`config.mk`:
```
export PLATFORM = sky130hd
export DESIGN_NAME = mips_ex_alu_arb
export DESIGN_NICKNAME = d
export VERILOG_FILES = /design/src/rtl/mips_ex_alu_arb_pkg.sv /design/src/rtl/mips_ex_alu_arb_pick.sv /design/src/rtl/mips_ex_alu_arb.sv
export SDC_FILE = /design/constraint.sdc
export NUM_CORES = 1
export LEC_CHECK = 0
export ABC_AREA = 1
export CORE_MARGIN = 2
export CORE_UTILIZATION = 40
export CTS_CLUSTER_DIAMETER = 30
export DETAILED_ROUTE_END_ITERATION = 7
export PLACE_DENSITY = 0.8
export SETUP_SLACK_MARGIN = 0.3
export SYNTH_ARGS = -nofsm -noshare
export SYNTH_HDL_FRONTEND = slang
export SYNTH_SLANG_ARGS = --single-unit
```
`constraint.sdc`:
```
create_clock -name clk -period 1.6 [get_ports clk]
set_input_delay 0.24 -clock clk [delete_from_list [all_inputs] [get_ports clk]]
set_output_delay 0.24 -clock clk [all_outputs]
set_load 0.1 [all_outputs]
```
`src/rtl/mips_ex_alu_arb_pkg.sv`:
```
// ---------------------------------------------------------------------------
// mips_ex_alu_arb_pkg
// Shared definitions for the EX-stage ALU arbiter: datapath width, requester
// source tags (one-hot, alu=bit0, agu=bit1, bjp=bit2), requester indices and
// small helpers used by the priority picker and the round-robin pointer.
// Optional feature macro used by this slice: MIPS_EX_ALU_ARB_RR_EN.
// ---------------------------------------------------------------------------
`ifndef MIPS_DATA_WIDTH
`define MIPS_DATA_WIDTH 32
`endif
`ifndef MIPS_EX_ALU_SRC_ALU
`define MIPS_EX_ALU_SRC_ALU 3'b001
`endif
`ifndef MIPS_EX_ALU_SRC_AGU
`define MIPS_EX_ALU_SRC_AGU 3'b010
`endif
`ifndef MIPS_EX_ALU_SRC_BJP
`define MIPS_EX_ALU_SRC_BJP 3'b100
`endif
`ifndef MIPS_EX_ALU_NUM_REQ
`define MIPS_EX_ALU_NUM_REQ 3
`endif

package mips_ex_alu_arb_pkg;

    localparam int DATA_W  = `MIPS_DATA_WIDTH;
    localparam int NUM_REQ = `MIPS_EX_ALU_NUM_REQ;

    localparam logic [NUM_REQ-1:0] SRC_ALU = `MIPS_EX_ALU_SRC_ALU;
    localparam logic [NUM_REQ-1:0] SRC_AGU = `MIPS_EX_ALU_SRC_AGU;
    localparam logic [NUM_REQ-1:0] SRC_BJP = `MIPS_EX_ALU_SRC_BJP;

    typedef enum logic [1:0] {
        REQ_ALU = 2'd0,
        REQ_AGU = 2'd1,
        REQ_BJP = 2'd2
    } req_idx_e;

    // One-hot of the first valid requester in the order p0, p1, p2.
    function automatic logic [NUM_REQ-1:0] pick_first(
        input logic [NUM_REQ-1:0] valid,
        input req_idx_e           p0,
        input req_idx_e           p1,
        input req_idx_e           p2
    );
        logic [NUM_REQ-1:0] g;
        g = '0;
        if (valid[p0])      g[p0] = 1'b1;
        else if (valid[p1]) g[p1] = 1'b1;
        else if (valid[p2]) g[p2] = 1'b1;
        return g;
    endfunction

    // Rotation order is bjp -> agu -> alu -> bjp: the requester after a
    // granted one becomes the new highest priority.
    function automatic logic [NUM_REQ-1:0] next_ptr(input logic [NUM_REQ-1:0] grant);
        return {grant[0], grant[2], grant[1]};
    endfunction

endpackage

```
`src/rtl/mips_ex_alu_arb_pick.sv`:
```
// ---------------------------------------------------------------------------
// mips_ex_alu_arb_pick
// Combinational one-hot picker. The pointer names the highest-priority
// requester; the rest follow in rotation order bjp -> agu -> alu -> bjp.
// With the pointer tied to bjp this is fixed priority bjp > agu > alu.
// Ports:
//   valid [2:0] in  - request valids (alu=0, agu=1, bjp=2)
//   ptr   [2:0] in  - one-hot highest-priority requester
//   en          in  - response slot free; no grant when low
//   grant [2:0] out - one-hot or zero grant
// ---------------------------------------------------------------------------
module mips_ex_alu_arb_pick
    import mips_ex_alu_arb_pkg::*;
(
    input  logic [NUM_REQ-1:0] valid,
    input  logic [NUM_REQ-1:0] ptr,
    input  logic               en,
    output logic [NUM_REQ-1:0] grant
);

    always_comb begin
        // NOTE: default first so every path assigns grant and no latch is inferred.
        grant = '0;
        if (en) begin
            case (ptr)
                SRC_ALU: grant = pick_first(valid, REQ_ALU, REQ_BJP, REQ_AGU);
                SRC_AGU: grant = pick_first(valid, REQ_AGU, REQ_ALU, REQ_BJP);
                default: grant = pick_first(valid, REQ_BJP, REQ_AGU, REQ_ALU);
            endcase
        end
    end

endmodule

```
`src/rtl/mips_ex_alu_arb.sv`:
```
// ---------------------------------------------------------------------------
// mips_ex_alu_arb
// Arbiter/sequencer for the shared EX-stage ALU datapath. Issues a one-hot
// grant (also the datapath requester-select) to one of alu/agu/bjp, captures
// the same-cycle datapath result into a one-entry response register and
// returns it with a one-hot source tag under valid/ready backpressure.
// Build option: define MIPS_EX_ALU_ARB_RR_EN for round-robin arbitration;
// otherwise fixed priority bjp > agu > alu with no pointer register.
// Ports:
//   clk, rst_n                    - clock, async active-low reset
//   {alu,agu,bjp}_req_valid  in   - requester has an op pending
//   {alu,agu,bjp}_req_ready  out  - op accepted this cycle (= grant)
//   {alu,agu,bjp}_req_alu    out  - datapath select (= grant)
//   dpath_res, dpath_cmp_res in   - datapath result for granted op
//   rsp_valid/rsp_ready           - response handshake
//   rsp_src, rsp_res, rsp_cmp out - registered tag, result, compare
// ---------------------------------------------------------------------------
module mips_ex_alu_arb
    import mips_ex_alu_arb_pkg::*;
#(
    parameter int DATA_WIDTH = DATA_W
) (
    input  logic                  clk,
    input  logic                  rst_n,
    input  logic                  alu_req_valid,
    output logic                  alu_req_ready,
    input  logic                  agu_req_valid,
    output logic                  agu_req_ready,
    input  logic                  bjp_req_valid,
    output logic                  bjp_req_ready,
    output logic                  alu_req_alu,
    output logic                  agu_req_alu,
    output logic                  bjp_req_alu,
    input  logic [DATA_WIDTH-1:0] dpath_res,
    input  logic                  dpath_cmp_res,
    output logic                  rsp_valid,
    input  logic                  rsp_ready,
    output logic [NUM_REQ-1:0]    rsp_src,
    output logic [DATA_WIDTH-1:0] rsp_res,
    output logic                  rsp_cmp
);

    logic [NUM_REQ-1:0] valid;
    logic [NUM_REQ-1:0] grant;
    logic [NUM_REQ-1:0] ptr;
    logic               slot_free;
    logic               hs;

    assign valid     = {bjp_req_valid, agu_req_valid, alu_req_valid};
    // The slot is free when empty or when the current response leaves this
    // cycle, which lets drain and reload happen together with no bubble.
    assign slot_free = ~rsp_valid | rsp_ready;
    // The picker only grants valid requesters, so any grant is a handshake.
    assign hs        = |grant;

`ifdef MIPS_EX_ALU_ARB_RR_EN
    logic [NUM_REQ-1:0] ptr_q;

    always_ff @(posedge clk or negedge rst_n) begin
        if (!rst_n) begin
            ptr_q <= SRC_BJP;
        end else if (hs) begin
            // NOTE: non-blocking for all clocked state so every register sees
            // pre-edge values regardless of statement order.
            ptr_q <= next_ptr(grant);
        end
    end

    assign ptr = ptr_q;
`else
    assign ptr = SRC_BJP;
`endif

    mips_ex_alu_arb_pick u_pick (
        .valid (valid),
        .ptr   (ptr),
        .en    (slot_free),
        .grant (grant)
    );

    assign alu_req_alu   = grant[REQ_ALU];
    assign agu_req_alu   = grant[REQ_AGU];
    assign bjp_req_alu   = grant[REQ_BJP];
    assign alu_req_ready = grant[REQ_ALU];
    assign agu_req_ready = grant[REQ_AGU];
    assign bjp_req_ready = grant[REQ_BJP];

    // Response register. On a plain drain only the valid bit clears; the
    // payload keeps its last value.
    always_ff @(posedge clk or negedge rst_n) begin
        if (!rst_n) begin
            // NOTE: a single-entry register, so the payload is reset too; a
            // deeper storage array would reset only its valid bits.
            rsp_valid <= 1'b0;
            rsp_src   <= '0;
            rsp_res   <= '0;
            rsp_cmp   <= 1'b0;
        end else if (hs) begin
            rsp_valid <= 1'b1;
            rsp_src   <= grant;
            rsp_res   <= dpath_res;
            rsp_cmp   <= dpath_cmp_res;
        end else if (rsp_ready) begin
            rsp_valid <= 1'b0;
        end
    end

endmodule

```
==> flow_summary_export.csv, run 1 <==
group,metric,value,unit
worst_hold_path,worstHoldPathType,"input pin to async pin",
critical_path,critPathBufInv,2,
cts,cts_inserted_buffers,5,
power_and_ir_drop,max-vdd-ir-drop,721,uV
global_routing,global_route.overflow_total,0,
synth,syn-mean-instance-area,9.71,sq um
critical_path,worst_path_max_delay_cell,"sky130_fd_sc_hd__dfrtp_4",
drt,routed-via-count,1481,
cts,cts.path.max_buffers,2,
sta,timing.final.max_slew_violations,0,
synth,synthAdderAreaFrac,0,
place,dp_hpwl,2990,microns
cts,clk_latency,0.27,ns
layout,fin_cells,315,
sta,period_minus_slack,1.51,ns
global_routing,grt_use_total,0.188,
critical_path,cpPeakStageDelay,0.51,ns
die,floorplan.die.width,68.4,microns
critical_path,setup.reg_to_reg.worst_slack,0.21,ns
layout,final_common_cell,"sky130_fd_sc_hd__nand2_1",
cts,cts.hold.buffers_added,0,
synth,syn-instance-count,171,
global_routing,grt_first_pass_wirelength,6470,microns
drt,drc_errors,0,
cts,clk_pin_slew,0.07,ns
cts,tritoncts,"yes",
synth,synth.yosys.seq_area_share,0.558,
layout,mostFrequentLayoutCells,"sky130_fd_sc_hd__nand2_1 (70), sky130_fd_sc_hd__buf_12 (47), sky130_fd_sc_hd__dfrtp_1 (36)",
synth,proportion_of_synthesized_area_in_mux_cells,0,
sta,setup_skew_after_layout,0.00255,ns
critical_path,critPathArrivalTime,1.27,ns
critical_path,path_max_fanout,4,
critical_path,endpoint_kind,"primary output",
sta,holdWs,0.00663,ns
synth,synth_compound_area_frac,0.00980,
layout,layout-area-overhead-vs-synth,93.7,%
layout,final_cell_area,3220,sq um
sta,finalSetupViolCount,0,
critical_path,regToRegStartpoint,"rsp_valid",
synth,yosys_register_bits,37,
die,num_rows,23,
place,gp_congestion,0.724,
die,die_area,4680,sq um
layout,fin_nets,303,
sta,max_freq,661,MHz
job,drv.max_cap_violation_count,0,
cts,clkSinkCount,37,
synth,nets_in_the_synthesized_netlist,210,
sta,rsz0062_at_grt,"true",
critical_path,criticalPathCategory,"flop to primary output",
place,placedCellCount,297,
critical_path,critPathTopFamily,"flip-flops",
layout,fraction_of_layout_instances_using_a_drive_strength_above_1,0.351,
cts,clk_root_buffer_cell,"sky130_fd_sc_hd__clkbuf_8",
drt,route.detailed.wl_per_inst,14.5,microns
drt,drtAntennaViolNets,0,
place,place_area,2950,sq um
die,io-pin-count,82,
drt,routed_wirelength,4570,microns
die,floorplan.core_area,4000,sq um
power_and_ir_drop,post-layout-total-power,0.00366,W
drt,vias_per_cell,4.70,
die,dieHeight,68.4,microns
global_routing,grt_pass1_vias,1418,
cts,htreeDepth,2,
synth,count_of_yosys_warnings_during_synthesis,0,
critical_path,crit_required,1.36,ns
sta,layout_worst_path_cycle_share,0.945,
synth,xor_xnor_cell_area_share_of_the_yosys_netlist,0,
synth,yosys.area_share.simple,0.335,
global_routing,grt_antenna_before_repair,0,
global_routing,grt_start_max_net_pins,38,
power_and_ir_drop,power-per-cell-area,1140,nW/um^2
synth,synth_top_family_by_area,"simple AND/OR/NAND/NOR gates",
layout,finish.utilization,0.804,
synth,yosysUniqueCellTypes,15,
synth,synth.cell_area,1660,sq um
power_and_ir_drop,cellLeakagePower,1.54,nW
critical_path,critical_path.cell_chain,"nand2_8, nand3_4, clkinvlp_4, buf_12",
drt,drt_iter0_drc,54,
critical_path,worst_r2r_endpoint,"rsp_res[2]",
sta,worst_pin_slew,0.470,ns
place,port-buffer-count,81,
sta,report.final.hold_viol_count,0,
critical_path,ff2ff_path_depth,8,
drt,drt_first_pass_iters,4,
die,start_util,0.415,
layout,num_antenna_cells,0,
sta,slew-limit-headroom,0.686,
critical_path,crit_path_launch_type,"flop",
status,run_status,"completed",
where the power goes:
group / leakage [nW] / internal (W) / switching [W]
sequential: 0.448 / 0.00105 / 0.000135
combinational: 1.05 / 0.000691 / 0.00117
clock: 0.0395 / 0.000309 / 0.000298
synth_stat cells:
library cell | instances | area [sq um]
sky130_fd_sc_hd__inv_2 | 2 | 7.51
sky130_fd_sc_hd__nand3_4 | 1 | 17.5
sky130_fd_sc_hd__buf_12 | 1 | 20.0
sky130_fd_sc_hd__nor2_1 | 1 | 3.75
sky130_fd_sc_hd__dfrtp_1 | 37 | 926
sky130_fd_sc_hd__nand3_1 | 28 | 140
sky130_fd_sc_hd__a21oi_4 | 1 | 16.3
sky130_fd_sc_hd__buf_6 | 8 | 90.1
sky130_fd_sc_hd__nand2_8 | 1 | 20.0
sky130_fd_sc_hd__inv_1 | 6 | 22.5
sky130_fd_sc_hd__nand2_2 | 1 | 6.26
sky130_fd_sc_hd__nand2_1 | 71 | 267
sky130_fd_sc_hd__nand3_2 | 9 | 90.1
sky130_fd_sc_hd__nor2_4 | 1 | 11.3
sky130_fd_sc_hd__buf_4 | 3 | 22.5
kinds of logic after synthesis:
group / after synthesis
buffers and inverters: 20
DFF: 37
AOI/OAI and AO/OA: 1
and+or+nand+nor: 113
cell type report:
class,instances,area (sq um)
repair buffers,97,1470
clock buffers,8,80.1
well taps,50,62.6
multi-input cells,115,632
flip-flops and latches,37,930
inverters,8,41.3
fillers,242,785
through the flow:
| step | setup slack [ns] | setup TNS, ns |
|---|---|---|
| CTS | 0.0761 | 0 |
| finish | 0.0874 | 0 |
| global placement | 0.00596 | 0 |
| global route | 0.0482 | 0 |
| detailed placement | -0.0167 | -0.0569 |
| floorplan | -0.437 | -1.15 |
how the worst max path moves through the flow:
| stage | start | to | cells past startpoint |
|---|---|---|---|
| 2_1_floorplan | rsp_valid | alu_req_ready | 5 |
| 3_3_place_gp | rsp_ready | bjp_req_alu | 6 |
| 3_5_place_dp | rsp_ready | bjp_req_alu | 6 |
| 4_1_cts | rsp_valid | alu_req_alu | 4 |
| 5_1_grt | rsp_valid | alu_req_ready | 4 |
| 6_report | rsp_valid | alu_req_ready | 4 |
registers in the layout, summed over array words and instances (netlist names):
signal,cells
rsp_res,32
rsp_valid,1
rsp_cmp,1
rsp_src,3
metal layers:
metal,vias to the layer above,share of wire,track usage
li1,728,-,-
met1,698,0.40,0.222
met5,-,0,0
met2,50,0.53,0.326
met4,0,0.0066,0.0450
met3,5,0.067,0.0641
timing repair:
action,CTS,global route
pin swaps,2,1
resized for setup,7,6
buffers inserted,2,3
cloned,0,5
setup endpoints to repair,6,42
No activity file was read; power rests on OpenSTA's default activity.
==> run 2, diff against run 1 <==
- REMOVE_ABC_BUFFERS: not set -> 1
==> flow_summary_export.csv, run 2 (synthesis gave the netlist of run 1 again) <==
group,metric,value,unit
layout,final_common_cell,"sky130_fd_sc_hd__nand2_1",
critical_path,crit_path_launch_type,"flop",
worst_hold_path,hold_path_depth,3,
layout,fillerInstances,275,
worst_hold_path,worst_hold_path_ep,"rsp_src[1]",
critical_path,cpPeakStageDelay,0.41,ns
critical_path,worst_path_max_delay_cell,"sky130_fd_sc_hd__dfrtp_1",
layout,layout-area-overhead-vs-synth,83.9,%
die,dieHeight,68.4,microns
critical_path,regToRegStartpoint,"rsp_valid",
layout,fin_cells,310,
sta,finalSetupViolCount,0,
critical_path,critPathTopFamily,"flip-flops",
sta,max_freq,689,MHz
sta,setup_skew_after_layout,0.00582,ns
critical_path,critical_path.cell_chain,"nand2_4, nand3_2, inv_2, buf_12",
critical_path,startpoint_of_the_worst_setup_timing_path,"rsp_valid",
drt,drc_errors,0,
layout,layout.area.seq,926,sq um
drt,routed-via-count,1448,
die,floorplan.die.width,68.4,microns
status,run_status,"completed",
sta,rsz0062_at_grt,"true",
critical_path,setup.reg_to_reg.worst_slack,0.34,ns
drt,drtAntennaViolNets,0,
cts,htreeDepth,2,
layout,mostFrequentLayoutCells,"sky130_fd_sc_hd__nand2_1 (70), sky130_fd_sc_hd__buf_12 (45), sky130_fd_sc_hd__dfrtp_1 (37)",
sta,worst_pin_slew,0.459,ns
global_routing,grt_pass1_vias,1440,
drt,vias_per_cell,4.67,
cts,clk_latency,0.29,ns
layout,largest-register,"rsp_res",
cts,clkSinkCount,37,
job,drv.max_cap_violation_count,0,
layout,fin_nets,298,
layout,multi_input_gate_area,604,sq um
critical_path,path_max_fanout,4,
die,io-pin-count,82,
critical_path,crit_required,1.36,ns
cts,clk_root_buffer_cell,"sky130_fd_sc_hd__clkbuf_8",
critical_path,critPathArrivalTime,1.21,ns
die,start_util,0.415,
die,floorplan.core_area,4000,sq um
place,dp_hpwl,3140,microns
critical_path,criticalPathCategory,"flop to primary output",
critical_path,critPathBufInv,2,
layout,largest_reg_flops,32,
critical_path,endpoint_kind,"primary output",
critical_path,worst_r2r_endpoint,"rsp_res[28]",
place,placedCellCount,297,
cts,clk_pin_slew,0.07,ns
layout,fraction_of_layout_instances_using_a_drive_strength_above_1,0.319,
power_and_ir_drop,power-per-cell-area,1190,nW/um^2
layout,finish.utilization,0.763,
drt,routed_wirelength,4310,microns
cts,tritoncts,"yes",
global_routing,grt_use_total,0.195,
sta,slew-limit-headroom,0.694,
sta,holdWs,0.424,ns
drt,drt_first_pass_iters,3,
sta,timing.final.max_slew_violations,0,
global_routing,grt_first_pass_wirelength,6600,microns
drt,route.detailed.wl_per_inst,13.9,microns
layout,reg_top3,"rsp_res x32, rsp_src x3",
die,num_rows,23,
worst_hold_path,hold_path_startpoint,"agu_req_valid",
sta,layout_worst_path_cycle_share,0.907,
global_routing,grt_start_max_net_pins,37,
power_and_ir_drop,cellLeakagePower,1.49,nW
die,die_area,4680,sq um
sta,period_minus_slack,1.45,ns
layout,num_antenna_cells,0,
power_and_ir_drop,post-layout-total-power,0.00362,W
power_and_ir_drop,max-vdd-ir-drop,743,uV
place,gp_congestion,0.691,
global_routing,global_route.overflow_total,0,
drt,drt_iter0_drc,77,
place,port-buffer-count,81,
global_routing,grt_antenna_before_repair,0,
sta,report.final.hold_viol_count,0,
worst_hold_path,worstHoldPathType,"input pin to flop",
cts,cts.path.max_buffers,2,
cts,cts_inserted_buffers,5,
critical_path,ff2ff_path_depth,7,
## run 2: worst min-delay path, stage by stage
cell and delay, ns:
sky130_fd_sc_hd__dlygate4sd2_1 0.27, sky130_fd_sc_hd__nand3_2 0.11, sky130_fd_sc_hd__nand2_1 0.05
## run 2: power by group
part	leakage, nW	total (W)	internal, W	switching [W]
Combinational	1.00	0.00181	0.000650	0.00116
Sequential	0.448	0.00118	0.00105	0.000133
Clock	0.0450	0.000633	0.000302	0.000331
Total	1.49	0.00362	0.00200	0.00162
## run 2: metal layers
layer / vias up / share of wire / GRT usage
met5: - / 0 / 0
met4: 0 / 0.010 / 0.0750
met3: 6 / 0.073 / 0.0625
met2: 46 / 0.51 / 0.331
met1: 684 / 0.40 / 0.226
li1: 712 / - / -
## run 2: timing repair
| action | in CTS | in global routing |
|---|---|---|
| hold endpoints to repair | 19 | 0 |
| resized for setup | 8 | 4 |
| setup endpoints to repair | 6 | 33 |
| hold buffers | 1 | 0 |
| setup buffers | 3 | 0 |
| gates cloned | 0 | 1 |
| pin swaps | 3 | 1 |
## run 2: metrics by stage
step	setup TNS (ns)	worst slack (ns)	area, sq um
2_1_floorplan	-13.49	-1.34	1530
3_3_place_gp	0	0.0144	2900
3_5_place_dp	-0.0840	-0.0290	2900
4_1_cts	0	0.130	3020
5_1_grt	0	0.107	3050
6_report	0	0.148	3050
## run 2: worst max-delay path by stage
stage / endpoint / slack (ns) / cells past startpoint
2_1_floorplan: alu_req_alu / -1.34 / 3
3_3_place_gp: agu_req_ready / 0.01 / 6
3_5_place_dp: alu_req_alu / -0.03 / 5
4_1_cts: agu_req_alu / 0.13 / 4
5_1_grt: agu_req_alu / 0.11 / 4
6_report: agu_req_alu / 0.15 / 4
## run 2: layout make-up
type	instances	share of cell area
Clock buffer	6	0.0238
Clock inverter	2	0.00328
Inverter	8	0.0115
Multi-Input combinational cell	115	0.198
Sequential cell	37	0.303
Tap cell	50	0.0205
Timing Repair Buffer	92	0.440
==> run 3, diff against run 2 <==
- SLEW_MARGIN: not set -> 10
==> results of run 3 <==
No change in the layout: final DEF, timing and power equal those of run 2.
